## src/rtl/bep_pkg.sv

```systemverilog
// Shared definitions for the thermostat packet UART dumper: FSM encoding,
// frame geometry and the multiplexer address walk used during capture.
package bep_pkg;

  typedef enum logic [1:0] {
    StIdle,
    StCapture,
    StSend
  } state_e;

  localparam int unsigned PAYLOAD_BYTES = 13;
  localparam int unsigned FRAME_BYTES   = 15;

  // Bytes 12..14 of the multiplexer are unused; the last meaningful one sits at 15.
  localparam logic [3:0] CAPTURE_ADDR [PAYLOAD_BYTES] = '{
    4'd0, 4'd1, 4'd2, 4'd3, 4'd4, 4'd5, 4'd6, 4'd7, 4'd8, 4'd9, 4'd10, 4'd11, 4'd15
  };

endpackage

```

## src/rtl/bep_uart_dump_uart_tx_byte.sv

```systemverilog
// 8N1 serializer. done pulses in the last cycle of the stop bit so the parent
// can issue the next start in that same cycle for gapless back-to-back bytes.
module uart_tx_byte #(
  parameter int unsigned CLKS_PER_BIT = 104
) (
  input  logic       clock,
  input  logic       reset,
  input  logic [7:0] data_byte,
  input  logic       start,
  output logic       tx,
  output logic       done
);

  localparam int unsigned CntW = $clog2(CLKS_PER_BIT);

  logic [CntW-1:0] clk_cnt_q, clk_cnt_d;
  logic [3:0]      bit_cnt_q, bit_cnt_d;
  logic [8:0]      shift_q, shift_d;
  logic            active_q, active_d;
  logic            tx_q, tx_d;
  logic            bit_end;

  assign bit_end = active_q && (clk_cnt_q == CntW'(CLKS_PER_BIT - 1));
  assign done    = bit_end && (bit_cnt_q == 4'd9);
  assign tx      = tx_q;

  always_comb begin
    clk_cnt_d = clk_cnt_q;
    bit_cnt_d = bit_cnt_q;
    shift_d   = shift_q;
    active_d  = active_q;
    tx_d      = tx_q;
    if (active_q) begin
      clk_cnt_d = clk_cnt_q + CntW'(1);
      if (bit_end) begin
        clk_cnt_d = '0;
        if (bit_cnt_q == 4'd9) begin
          active_d = 1'b0;
          tx_d     = 1'b1;
        end else begin
          // Shifting in ones leaves the stop bit in place after the last data bit.
          tx_d      = shift_q[0];
          shift_d   = {1'b1, shift_q[8:1]};
          bit_cnt_d = bit_cnt_q + 4'd1;
        end
      end
    end
    if (start && (!active_q || done)) begin
      active_d  = 1'b1;
      tx_d      = 1'b0;
      shift_d   = {1'b1, data_byte};
      bit_cnt_d = '0;
      clk_cnt_d = '0;
    end
  end

  always_ff @(posedge clock) begin
    if (reset) begin
      clk_cnt_q <= '0;
      bit_cnt_q <= '0;
      shift_q   <= '1;
      active_q  <= 1'b0;
      tx_q      <= 1'b1;
    end else begin
      clk_cnt_q <= clk_cnt_d;
      bit_cnt_q <= bit_cnt_d;
      shift_q   <= shift_d;
      active_q  <= active_d;
      tx_q      <= tx_d;
    end
  end

endmodule

```

## src/rtl/bep_uart_dump.sv

```systemverilog
// Snapshots the 13 payload bytes of each new multiplexer packet, then streams
// SYNC, payload and XOR checksum as an 8N1 UART frame from the local copy.
module bep_uart_dump
  import bep_pkg::*;
#(
  parameter int unsigned CLKS_PER_BIT = 104,
  parameter logic [7:0]  SYNC_BYTE    = 8'hA5
) (
  input  logic       clock,
  input  logic       reset,
  input  logic       full,
  input  logic [7:0] data_in,
  output logic [3:0] address,
  output logic       uart_tx,
  output logic       busy,
  output logic       dropped
);

  state_e     state_q, state_d;
  logic [3:0] idx_q, idx_d;
  logic [3:0] bcnt_q, bcnt_d;
  logic [7:0] chk_q, chk_d;
  logic [7:0] pay_q [PAYLOAD_BYTES];
  logic [7:0] pay_d [PAYLOAD_BYTES];
  logic       full_q;
  logic       dropped_q, dropped_d;
  logic       rise;
  logic       tx_start, tx_done;
  logic [7:0] tx_byte, send_byte;
  logic [3:0] bcnt_nxt;

  assign rise     = full & ~full_q;
  assign bcnt_nxt = bcnt_q + 4'd1;

  // Only frame positions 1..14 are reached from SEND; position 0 is launched from CAPTURE.
  always_comb begin
    send_byte = SYNC_BYTE;
    if (bcnt_nxt == 4'(FRAME_BYTES - 1)) begin
      send_byte = chk_q;
    end else if (bcnt_nxt != 4'd0) begin
      send_byte = pay_q[bcnt_nxt - 4'd1];
    end
  end

  always_comb begin
    state_d   = state_q;
    idx_d     = idx_q;
    bcnt_d    = bcnt_q;
    chk_d     = chk_q;
    pay_d     = pay_q;
    tx_start  = 1'b0;
    tx_byte   = SYNC_BYTE;
    dropped_d = rise && (state_q != StIdle);
    unique case (state_q)
      StIdle: begin
        if (rise) begin
          state_d = StCapture;
          idx_d   = '0;
          chk_d   = '0;
        end
      end
      StCapture: begin
        pay_d[idx_q] = data_in;
        chk_d        = chk_q ^ data_in;
        idx_d        = idx_q + 4'd1;
        if (idx_q == 4'(PAYLOAD_BYTES - 1)) begin
          state_d  = StSend;
          bcnt_d   = '0;
          tx_start = 1'b1;
        end
      end
      StSend: begin
        if (tx_done) begin
          if (bcnt_q == 4'(FRAME_BYTES - 1)) begin
            state_d = StIdle;
          end else begin
            bcnt_d   = bcnt_nxt;
            tx_start = 1'b1;
            tx_byte  = send_byte;
          end
        end
      end
      default: state_d = StIdle;
    endcase
  end

  always_ff @(posedge clock) begin
    if (reset) begin
      state_q   <= StIdle;
      idx_q     <= '0;
      bcnt_q    <= '0;
      chk_q     <= '0;
      pay_q     <= '{default: '0};
      full_q    <= 1'b1;
      dropped_q <= 1'b0;
    end else begin
      state_q   <= state_d;
      idx_q     <= idx_d;
      bcnt_q    <= bcnt_d;
      chk_q     <= chk_d;
      pay_q     <= pay_d;
      full_q    <= full;
      dropped_q <= dropped_d;
    end
  end

  assign address = (state_q == StCapture) ? CAPTURE_ADDR[idx_q] : 4'd0;
  assign busy    = (state_q != StIdle);
  assign dropped = dropped_q;

  uart_tx_byte #(
    .CLKS_PER_BIT(CLKS_PER_BIT)
  ) u_tx (
    .clock    (clock),
    .reset    (reset),
    .data_byte(tx_byte),
    .start    (tx_start),
    .tx       (uart_tx),
    .done     (tx_done)
  );

endmodule

```

## config.mk

```make
export PLATFORM = sky130hd
export DESIGN_NAME = bep_uart_dump
export DESIGN_NICKNAME = d
export VERILOG_FILES = /design/src/rtl/bep_pkg.sv /design/src/rtl/bep_uart_dump_uart_tx_byte.sv /design/src/rtl/bep_uart_dump.sv
export SDC_FILE = /design/constraint.sdc
export NUM_CORES = 1
export LEC_CHECK = 0
export ABC_AREA = 1
export CORE_MARGIN = 2
export CORE_UTILIZATION = 45
export CTS_CLUSTER_SIZE = 24
export DETAILED_ROUTE_END_ITERATION = 6
export DONT_BUFFER_PORTS = 1
export SYNTH_ARGS = -nofsm -noshare
export SYNTH_HDL_FRONTEND = slang
export SYNTH_HIERARCHICAL = 1
export SYNTH_SLANG_ARGS = --single-unit
```

## constraint.sdc

```tcl
create_clock -name clock -period 3.15 [get_ports clock]
set_input_delay 0.315 -clock clock [delete_from_list [all_inputs] [get_ports clock]]
set_output_delay 0.315 -clock clock [all_outputs]
set_load 0.01 [all_outputs]
```

==> results of run 1 <==
-- through the flow --
| stage | area (um2) | hold WS [ns] | util, % | cells | worst slack, ns |
|---|---|---|---|---|---|
| 6_report | 7705 | 0.01056 | 50.31 | 1189 | 0.5740 |
| 5_1_grt | 7705 | 0.006663 | 50.31 | 1189 | 0.3897 |
| 4_1_cts | 7705 | 0.001993 | 50.31 | 1189 | 0.5909 |
| 3_5_place_dp | 7119 | 0.3815 | 46.49 | 1158 | 0.6132 |
| 3_3_place_gp | 7119 | 0.3813 | 46.49 | 1158 | 0.6303 |
| 2_1_floorplan | 7126 | 0.3774 | - | 993 | 0.9465 |
-- cells by family (layout without fill, tap and decap cells) --
family / Yosys count / count (layout)
flip-flops: 145 / 145
buffers and inverters: 163 / 148
XOR/XNOR: 6 / 6
AO/OA/AOI/OAI: 274 / 274
adder cells (fa/ha/maj): 13 / 13
AND/OR/NAND/NOR: 392 / 392
-- worst paths after layout --
kind,cells after the start,slack (ns),end
max,16,0.57,u_tx/shift_q[0]
min reg2reg,1,0.43,dropped
min,2,0.01,full_q
max reg2reg,16,0.57,u_tx/shift_q[0]
-- sequential cells by signal (all words and copies together) (netlist names) --
signal,flops
idx_q,4
full_q,1
u_tx/tx,1
dropped,1
state_q,2
u_tx/bit_cnt_q,4
u_tx/shift_q,8
u_tx/clk_cnt_q,7
u_tx/active_q,1
chk_q,8
pay_q,104
bcnt_q,4
-- power by group through the flow --
stage | clock [mW] | combinational [mW] | sequential, mW
floorplan | 0 | 1.48 | 2.03
global placement | 0 | 1.88 | 2.05
detailed placement | 0 | 1.88 | 2.05
CTS | 2.03 | 1.90 | 2.02
global route | 2.12 | 2.12 | 2.03
finish | 2.01 | 1.91 | 2.02
-- final cells by class --
class                   instances  area, um2
well taps                     211      264.0
flip-flops and latches        145       2903
fillers                      1540       7610
inverters                     111      426.7
clock buffers                  20      446.7
multi-input cells             685       3468
clock inverters                10      128.9
repair buffers                  7      67.56
-- worst max-delay path: cells and delay by family (launching register included) --
kind / cells / cell delay [ns]
AND/OR/NAND/NOR: 11 / 1.05
flip-flops: 1 / 0.40
buffers and inverters: 4 / 0.71
adder cells (fa/ha/maj): 1 / 0.30
-- Yosys cell counts --
| master | number |
|---|---|
| inv_1 | 94 |
| dfxtp_1 | 145 |
| buf_6 | 8 |
| ha_1 | 13 |
| o21ai_2 | 1 |
| nor3_1 | 5 |
| o211ai_1 | 1 |
| inv_2 | 13 |
| nor2_1 | 55 |
| or2_2 | 1 |
| a21oi_4 | 1 |
| inv_4 | 2 |
| o21ai_0 | 122 |
| nand3_2 | 6 |
| clkinv_1 | 1 |
| nor3b_1 | 2 |
| o21ai_1 | 3 |
| nand2_2 | 10 |
| buf_4 | 16 |
| clkbuf_1 | 16 |
| buf_1 | 2 |
| o21a_1 | 1 |
| nand2_1 | 212 |
| nor2_2 | 2 |
| inv_6 | 1 |
| xnor2_1 | 1 |
| clkbuf_2 | 1 |
| nand3b_1 | 3 |
| nor2_4 | 15 |
| nor2_8 | 1 |
| a21oi_2 | 1 |
| nor3_2 | 1 |
| nand3_1 | 65 |
| a21oi_1 | 140 |
| nor4_1 | 1 |
| buf_2 | 9 |
| nand2_4 | 6 |
| xor2_1 | 5 |
| nand4_1 | 7 |
| a211oi_1 | 4 |
-- per-layer routing --
metal	global-route usage (%)	part of all wire, %	vias to the layer above
li1	-	-	3194
met1	31.69	48	2821
met2	37.70	47	120
met3	5.494	4.1	27
met4	6.515	1.5	0
met5	0	0	-
==> flow_summary.yaml, run 1 <==
pwr:
  p_comb_share_pct: 32.1
  seqPwrFrac_pct: 34.0
  p_int_mw: 3.683
  p_leak_nw: 3.208
  p_sw_share_pct: 37.90
  power_switching_mw: 2.248
  power.total_mw: 5.931
  powerDensity_nw_per_um2: 769.8
  vdd_drop_max_mv: 0.4248
  power.clock.fraction_pct: 33.9
yosys:
  ys_seq_area_share_pct: 40.74
  synth_top_family_by_area: "simple AND/OR/NAND/NOR gates"
  synth_fa_ha_area_share_pct: 2.283
  synth_compound_area_share_pct: 19.72
  yosys.area.top_type: "dfxtp_1"
  yosys.cell_types.count: 40
  synth-simple-area-share_pct: 25.94
  synth_top_area_share_pct: 40.74
  ys_warn_count: 6
  synth_area_um2: 7126
  synth-xor-area-share_pct: 0.7375
  ys_ff_latch: 145
  syn_nets: 1017
  muxShareOfSynthArea_pct: 0
  postSynthCellCount: 993
  syn_avg_cell_area_um2: 7.176
  yosys-top-cells-area: "dfxtp_1, nand2_1, a21oi_1, o21ai_0, inv_1"
timing:
  fmax_mhz: 388.2
  relSlewSlack_pct: 49.05
  setup_viol: 0
  setup-tns-final_ns: 0
  grt_setup_unrepaired: "no"
  skew_ns: 0.01552
  hold_viol_final: 0
  worstMarginPinSlew_ns: 0.7633
  post-route-period-util_pct: 81.78
  finalMaxSlewViolations: 0
  min_period_ns: 2.576
critical_path:
  crit_type: "flop to flop"
  max_stage_delay_ns: 0.40
  critPathArrivalTime_ns: 2.88
  crit_slowest_cell: "dfxtp_1"
  cp_max_fo: 16
  r2r-start: "bcnt_q[0]"
  startpoint: "bcnt_q[0]"
  crit_top_cell: "nand2_1"
  path_cells: "inv_6, ha_1, buf_4, nand2_4, inv_2, nand2_1, nand2_1, nand2_4, nand3_1, nand3_1, nand2_1, nand2_1, inv_1, nand3_1, nand2_1, nand3_1"
  cp-start-kind: "flop"
  required_ns: 3.46
  cp-end-kind: "flop"
drt:
  avgViaCountPerCell: 5.183
  firstDrtPassIters: 5
  ant_nets: 0
  drt_iter0_drc: 522
  route.detailed.drc: 0
  avgRoutedWirePerCell_um: 15.91
  route.final.wire_length_mm: 18.92
  vias: 6162
finish:
  final_cell_mix: "nand2_1, dfxtp_1, a21oi_1"
  drive_above_1_share_pct: 9.714
  area_growth_pct: 8.130
  layout_commonest_cell: "nand2_1"
  antenna_cells: 0
  fin_nets: 991
grt:
  grt_usage_pct: 23.44
  grt_first_pass_wirelength_mm: 30.22
  grt_overflow: 0
  antenna_found_initial: 0
  grt_pass1_vias: 5562
  grt_max_degree: 67
cts:
  clk_latency_ns: 0.43
  post_cts_resized: 0
  path_clk_slew_ns: 0.06
  clk_path_buf_depth: 2
  cts_tree: "yes"
  numCtsBuffers: 17
  cts_max_level: 4
  postCtsHoldBufs: 1
  cts_sinks: 145
  post-cts-setup-buffers: 0
  root_buffer: "clkbuf_16"
floorplan:
  die_x_um: 129.8
  die_area_um2: 16860
  core-area_um2: 15310
  die_h_um: 129.8
  start_util_pct: 46.53
  io_pins: 18
  rows: 45
placement:
  port_buffers: 0
  gp_congestion: 0.8459
  hpwl_mm: 12.70
min_path:
  min_from: "full"
  hold_path.class: "primary input to flop"
status:
  status: "complete, no violations"
flow_run:
  maxCapViolations: 0
Note: power is estimated with default switching activity, not from simulation.
==> run 2: changes to the inputs <==
clock period = 2.6 ns   (was 3.15 ns; I/O delays follow)
==> flow_summary.yaml, run 2 (synthesis results as in run 1) <==
status:
  status: "complete, no violations"
floorplan:
  rows: 45
  die_area_um2: 16860
  core-area_um2: 15310
  start_util_pct: 46.53
  io_pins: 18
  die_x_um: 129.8
  die_h_um: 129.8
critical_path:
  startpoint: "bcnt_q[0]"
  reg2reg_slack_ns: 0.29
  r2r_end: "u_tx/shift_q[4]"
  cp-start-kind: "flop"
  cp_max_fo: 29
  critPathArrivalTime_ns: 2.67
  reg2regPathDepth: 14
  cp-end-kind: "flop"
  required_ns: 2.95
  crit_type: "flop to flop"
  r2r-start: "bcnt_q[0]"
cts:
  cts_max_level: 4
  root_buffer: "clkbuf_16"
  clk_path_buf_depth: 2
  path_clk_slew_ns: 0.06
  clk_latency_ns: 0.42
  post-cts-setup-buffers: 0
  cts_tree: "yes"
  post_cts_resized: 0
  postCtsHoldBufs: 3
  cts_sinks: 145
  numCtsBuffers: 17
timing:
  final.setup.worst_slack_ns: 0.2870
  min_period_ns: 2.313
  hold_viol_final: 0
  worstMarginPinSlew_ns: 0.7862
  skew_ns: 0.005958
  post-route-period-util_pct: 88.96
  setup-tns-final_ns: 0
  relSlewSlack_pct: 47.53
  fmax_mhz: 432.3
  setup_viol: 0
  finalMaxSlewViolations: 0
  grt_setup_unrepaired: "no"
finish:
  layout_commonest_cell: "nand2_1"
  regArea_um2: 2903
  fin_nets: 997
  final_cell_mix: "nand2_1, dfxtp_1, a21oi_1"
  largest_register_ffs: 104
  final_cells: 1194
  fillerInstances: 1580
  multi_input_area_um2: 3468
  drive_above_1_share_pct: 10.07
  antenna_cells: 0
  largestRegisters: "pay_q (104), chk_q (8), u_tx/shift_q (8)"
  top_register: "pay_q"
  area_growth_pct: 8.815
drt:
  vias: 6181
  avgRoutedWirePerCell_um: 15.89
  route.final.wire_length_mm: 18.97
  avgViaCountPerCell: 5.177
  firstDrtPassIters: 5
  route.detailed.drc: 0
  drt_iter0_drc: 442
  ant_nets: 0
grt:
  antenna_found_initial: 0
  grt_usage_pct: 24.18
  grt_first_pass_wirelength_mm: 31.30
  grt_pass1_vias: 5932
  grt_max_degree: 57
  grt_overflow: 0
placement:
  gp_congestion: 0.8444
  numPlacedInstances: 1162
  dpl_worst_slack_ns: 0.3069
  port_buffers: 0
  hpwl_mm: 12.93
pwr:
  p_leak_nw: 3.239
  vdd_drop_max_mv: 0.5134
  powerDensity_nw_per_um2: 922.1
min_path:
  min_from: "data_in[6]"
  hold_path.class: "primary input to flop"
  holdPathStages: 2
  holdPathEnd: "chk_q[6]"
flow_run:
  maxCapViolations: 0
## run 2: cell count changes in the layout (fill, tap and decap cells not counted), sizes merged
| cell | before | now |
|---|---|---|
| clkinv | 2 | 5 |
| dlygate4sd3 | 1 | 3 |
| clkbuf | 20 | 18 |
| buf | 6 | 10 |
| inv | 114 | 113 |
| clkinvlp | 3 | 2 |
## run 2: layer usage
metal	routed length, um	track usage (%)	vias to the layer above
met3	806	4.305	30
met5	0	0	-
met1	8939	31.76	2816
met2	8706	39.70	139
li1	-	-	3196
met4	518	9.424	0
## run 2: metrics by stage
| stage | power [mW] | hold slack, ns | instance area, um2 | utilization, % |
|---|---|---|---|---|
| 6_report | 7.149 | 0.01433 | 7754 | 50.63 |
| 5_1_grt | 7.611 | 0.001651 | 7754 | 50.63 |
| 4_1_cts | 7.200 | 0.0004170 | 7754 | 50.63 |
| 3_5_place_dp | 4.822 | 0.3259 | 7162 | 46.76 |
| 3_3_place_gp | 4.821 | 0.3255 | 7162 | 46.76 |
| 2_1_floorplan | 4.243 | 0.3224 | 7126 | - |
## run 2: worst max path at each step
stage | end | cells past startpoint
global route | u_tx/shift_q[4] | 14
CTS | u_tx/shift_q[4] | 14
detailed placement | u_tx/shift_q[4] | 14
global placement | u_tx/shift_q[4] | 14
finish | u_tx/shift_q[4] | 14
floorplan | u_tx/shift_q[1] | 19
## run 2: final cells by class
cell class | instances | area share, %
Inverter | 111 | 5.503
Timing Repair Buffer | 13 | 1.678
Multi-Input combinational cell | 685 | 44.73
Clock buffer | 18 | 5.535
Tap cell | 211 | 3.405
Sequential cell | 145 | 37.44
Clock inverter | 11 | 1.711
## run 2: power breakdown
group,total [mW],internal (mW),switching (mW)
combinational,2.33,0.713,1.62
clock,2.36,1.41,0.958
sequential,2.45,2.35,0.106
total,7.15,4.47,2.68
## run 2: critical path, stage by stage, from the launching register on
cell     delay [ns]
dfxtp_1        0.40
buf_4          0.40
ha_1           0.28
inv_1          0.05
nand2_1        0.08
nand2_1        0.09
nor2_1         0.14
nand2_2        0.13
inv_1          0.15
nand2_1        0.09
a21oi_1        0.20
inv_1          0.06
nand3_1        0.07
nand2_1        0.05
nand3_1        0.05
==> run 3: changes to the inputs <==
CTS_BUF_LIST = sky130_fd_sc_hd__clkbuf_4 sky130_fd_sc_hd__clkbuf_8   (was unset)
PLACE_DENSITY = 0.69   (was unset)
==> flow_summary.yaml, run 3 (synthesis results as in run 1) <==
status:
  status: "finished, violations left"
  violations: "negative hold slack"
critical_path:
  crit_type: "flop to flop"
  required_ns: 2.94
  critPathArrivalTime_ns: 2.69
  path_cells: "inv_6, ha_1, buf_4, nor2_8, nand2_1, nand2_1, nor2_1, nand2_1, nand3_1, nand3_1, a21oi_1, inv_1, nand3_1, nand2_1, nand3_1"
  crit_buf_inv: 3
  cp_top_family: "simple AND/OR/NAND/NOR gates"
  crit_slowest_cell: "dfxtp_1"
  cp-start-kind: "flop"
  max_stage_delay_ns: 0.41
  cp-end-kind: "flop"
  cp_max_fo: 19
cts:
  postCtsHoldBufs: 5
  post-cts-setup-buffers: 0
  clk_path_buf_depth: 2
  path_clk_slew_ns: 0.09
  numCtsBuffers: 17
  clk_latency_ns: 0.47
  post_cts_resized: 0
  cts_sinks: 145
  cts_max_level: 4
  cts_tree: "yes"
  root_buffer: "clkbuf_8"
finish:
  largestRegisters: "pay_q (104), chk_q (8), u_tx/shift_q (8)"
  fin_nets: 1001
  drive_above_1_share_pct: 10.61
  area_growth_pct: 6.743
  final_cell_mix: "nand2_1, dfxtp_1, a21oi_1"
  top_register: "pay_q"
  largest_register_ffs: 104
  antenna_cells: 0
  layout_commonest_cell: "nand2_1"
  final_cells: 1201
timing:
  setup_viol: 0
  worstMarginPinSlew_ns: 0.7338
  setup-tns-final_ns: 0
  grt_setup_unrepaired: "no"
  fmax_mhz: 426.9
  post-route-period-util_pct: 90.10
  skew_ns: 0.01372
  min_period_ns: 2.343
  relSlewSlack_pct: 51.03
  hold_viol_final: 1
  finalMaxSlewViolations: 0
  fin_hold_ws_ns: -0.0004404
grt:
  grt_usage_pct: 23.28
  antenna_found_initial: 0
  grt_pass1_vias: 5797
  grt_first_pass_wirelength_mm: 30.35
  grt_overflow: 0
  grt_max_degree: 63
pwr:
  vdd_drop_max_mv: 0.4722
  p_leak_nw: 3.183
  powerDensity_nw_per_um2: 862.4
drt:
  ant_nets: 0
  route.final.wire_length_mm: 18.78
  firstDrtPassIters: 5
  avgViaCountPerCell: 5.257
  vias: 6314
  avgRoutedWirePerCell_um: 15.63
  route.detailed.drc: 0
  drt_iter0_drc: 597
floorplan:
  io_pins: 18
  core-area_um2: 15310
  rows: 45
  die_area_um2: 16860
  die_h_um: 129.8
  start_util_pct: 46.53
  die_x_um: 129.8
placement:
  port_buffers: 0
  hpwl_mm: 12.46
  numPlacedInstances: 1164
  gp_congestion: 0.8839
flow_run:
  maxCapViolations: 0
min_path:
  hold_path.class: "primary input to flop"
-- run 3: cell types whose count changed in the layout (fill, tap and decap cells not counted) --
cell	delta
clkbuf_8	+18
clkbuf_16	-17
buf_4	+3
clkbuf_4	+3
dlygate4sd3_1	+2
inv_8	+2
buf_12	-1
bufinv_16	-1
clkbuf_1	-1
clkinv_2	-1
clkinvlp_4	-1
inv_6	+1
-- run 3: cell type report --
class                      count  area [um2]
tap                          211       264.0
clock inverter                11       121.4
fill                        1494        7709
multi-input combinational    685        3468
clock buffer                  21       270.3
sequential                   145        2903
timing repair buffer          17       152.6
inverter                     111       426.7
-- run 3: metal layers --
metal | GRT usage (%) | routed length, um | up-vias
li1 | - | - | 3218
met1 | 31.43 | 8611 | 2857
met2 | 36.34 | 8442 | 194
met3 | 5.330 | 1151 | 45
met4 | 8.982 | 570 | 0
met5 | 0 | 0 | -
-- run 3: per-stage QoR --
step	power (mW)	hold slack (ns)	instance area (um2)	utilization [%]	setup WS, ns
2_1_floorplan	4.243	0.3224	7126	-	0.3965
3_3_place_gp	4.768	0.3257	7164	46.78	0.3389
3_5_place_dp	4.781	0.3281	7164	46.78	0.2976
4_1_cts	6.555	0.003365	7606	49.67	0.2749
5_1_grt	6.956	0.01612	7606	49.67	0.1138
6_report	6.559	-0.0004404	7606	49.67	0.2575
-- run 3: final timing paths --
kind | from | end | slack [ns] | cells after the start
setup / recovery | bcnt_q[0] | u_tx/shift_q[3] | 0.26 | 15
hold reg to reg | full_q | dropped | 0.44 | 1
hold / removal | data_in[1] | chk_q[1] | -0.0004 | 2
setup reg to reg | bcnt_q[0] | u_tx/shift_q[3] | 0.26 | 15
-- run 3: worst register-to-register path, delay by kind of cell (launching register included) --
family                   cells  cell delay (ns)
flip-flops                   1             0.41
adder cells (fa/ha/maj)      1             0.41
AO/OA/AOI/OAI                1             0.06
AND/OR/NAND/NOR             10             1.03
buffers and inverters        3             0.34
-- run 3: power by group --
part / switching [mW] / total, mW / internal [mW]
Sequential: 0.0993 / 2.44 / 2.34
Clock: 0.942 / 1.78 / 0.842
Combinational: 1.63 / 2.33 / 0.704
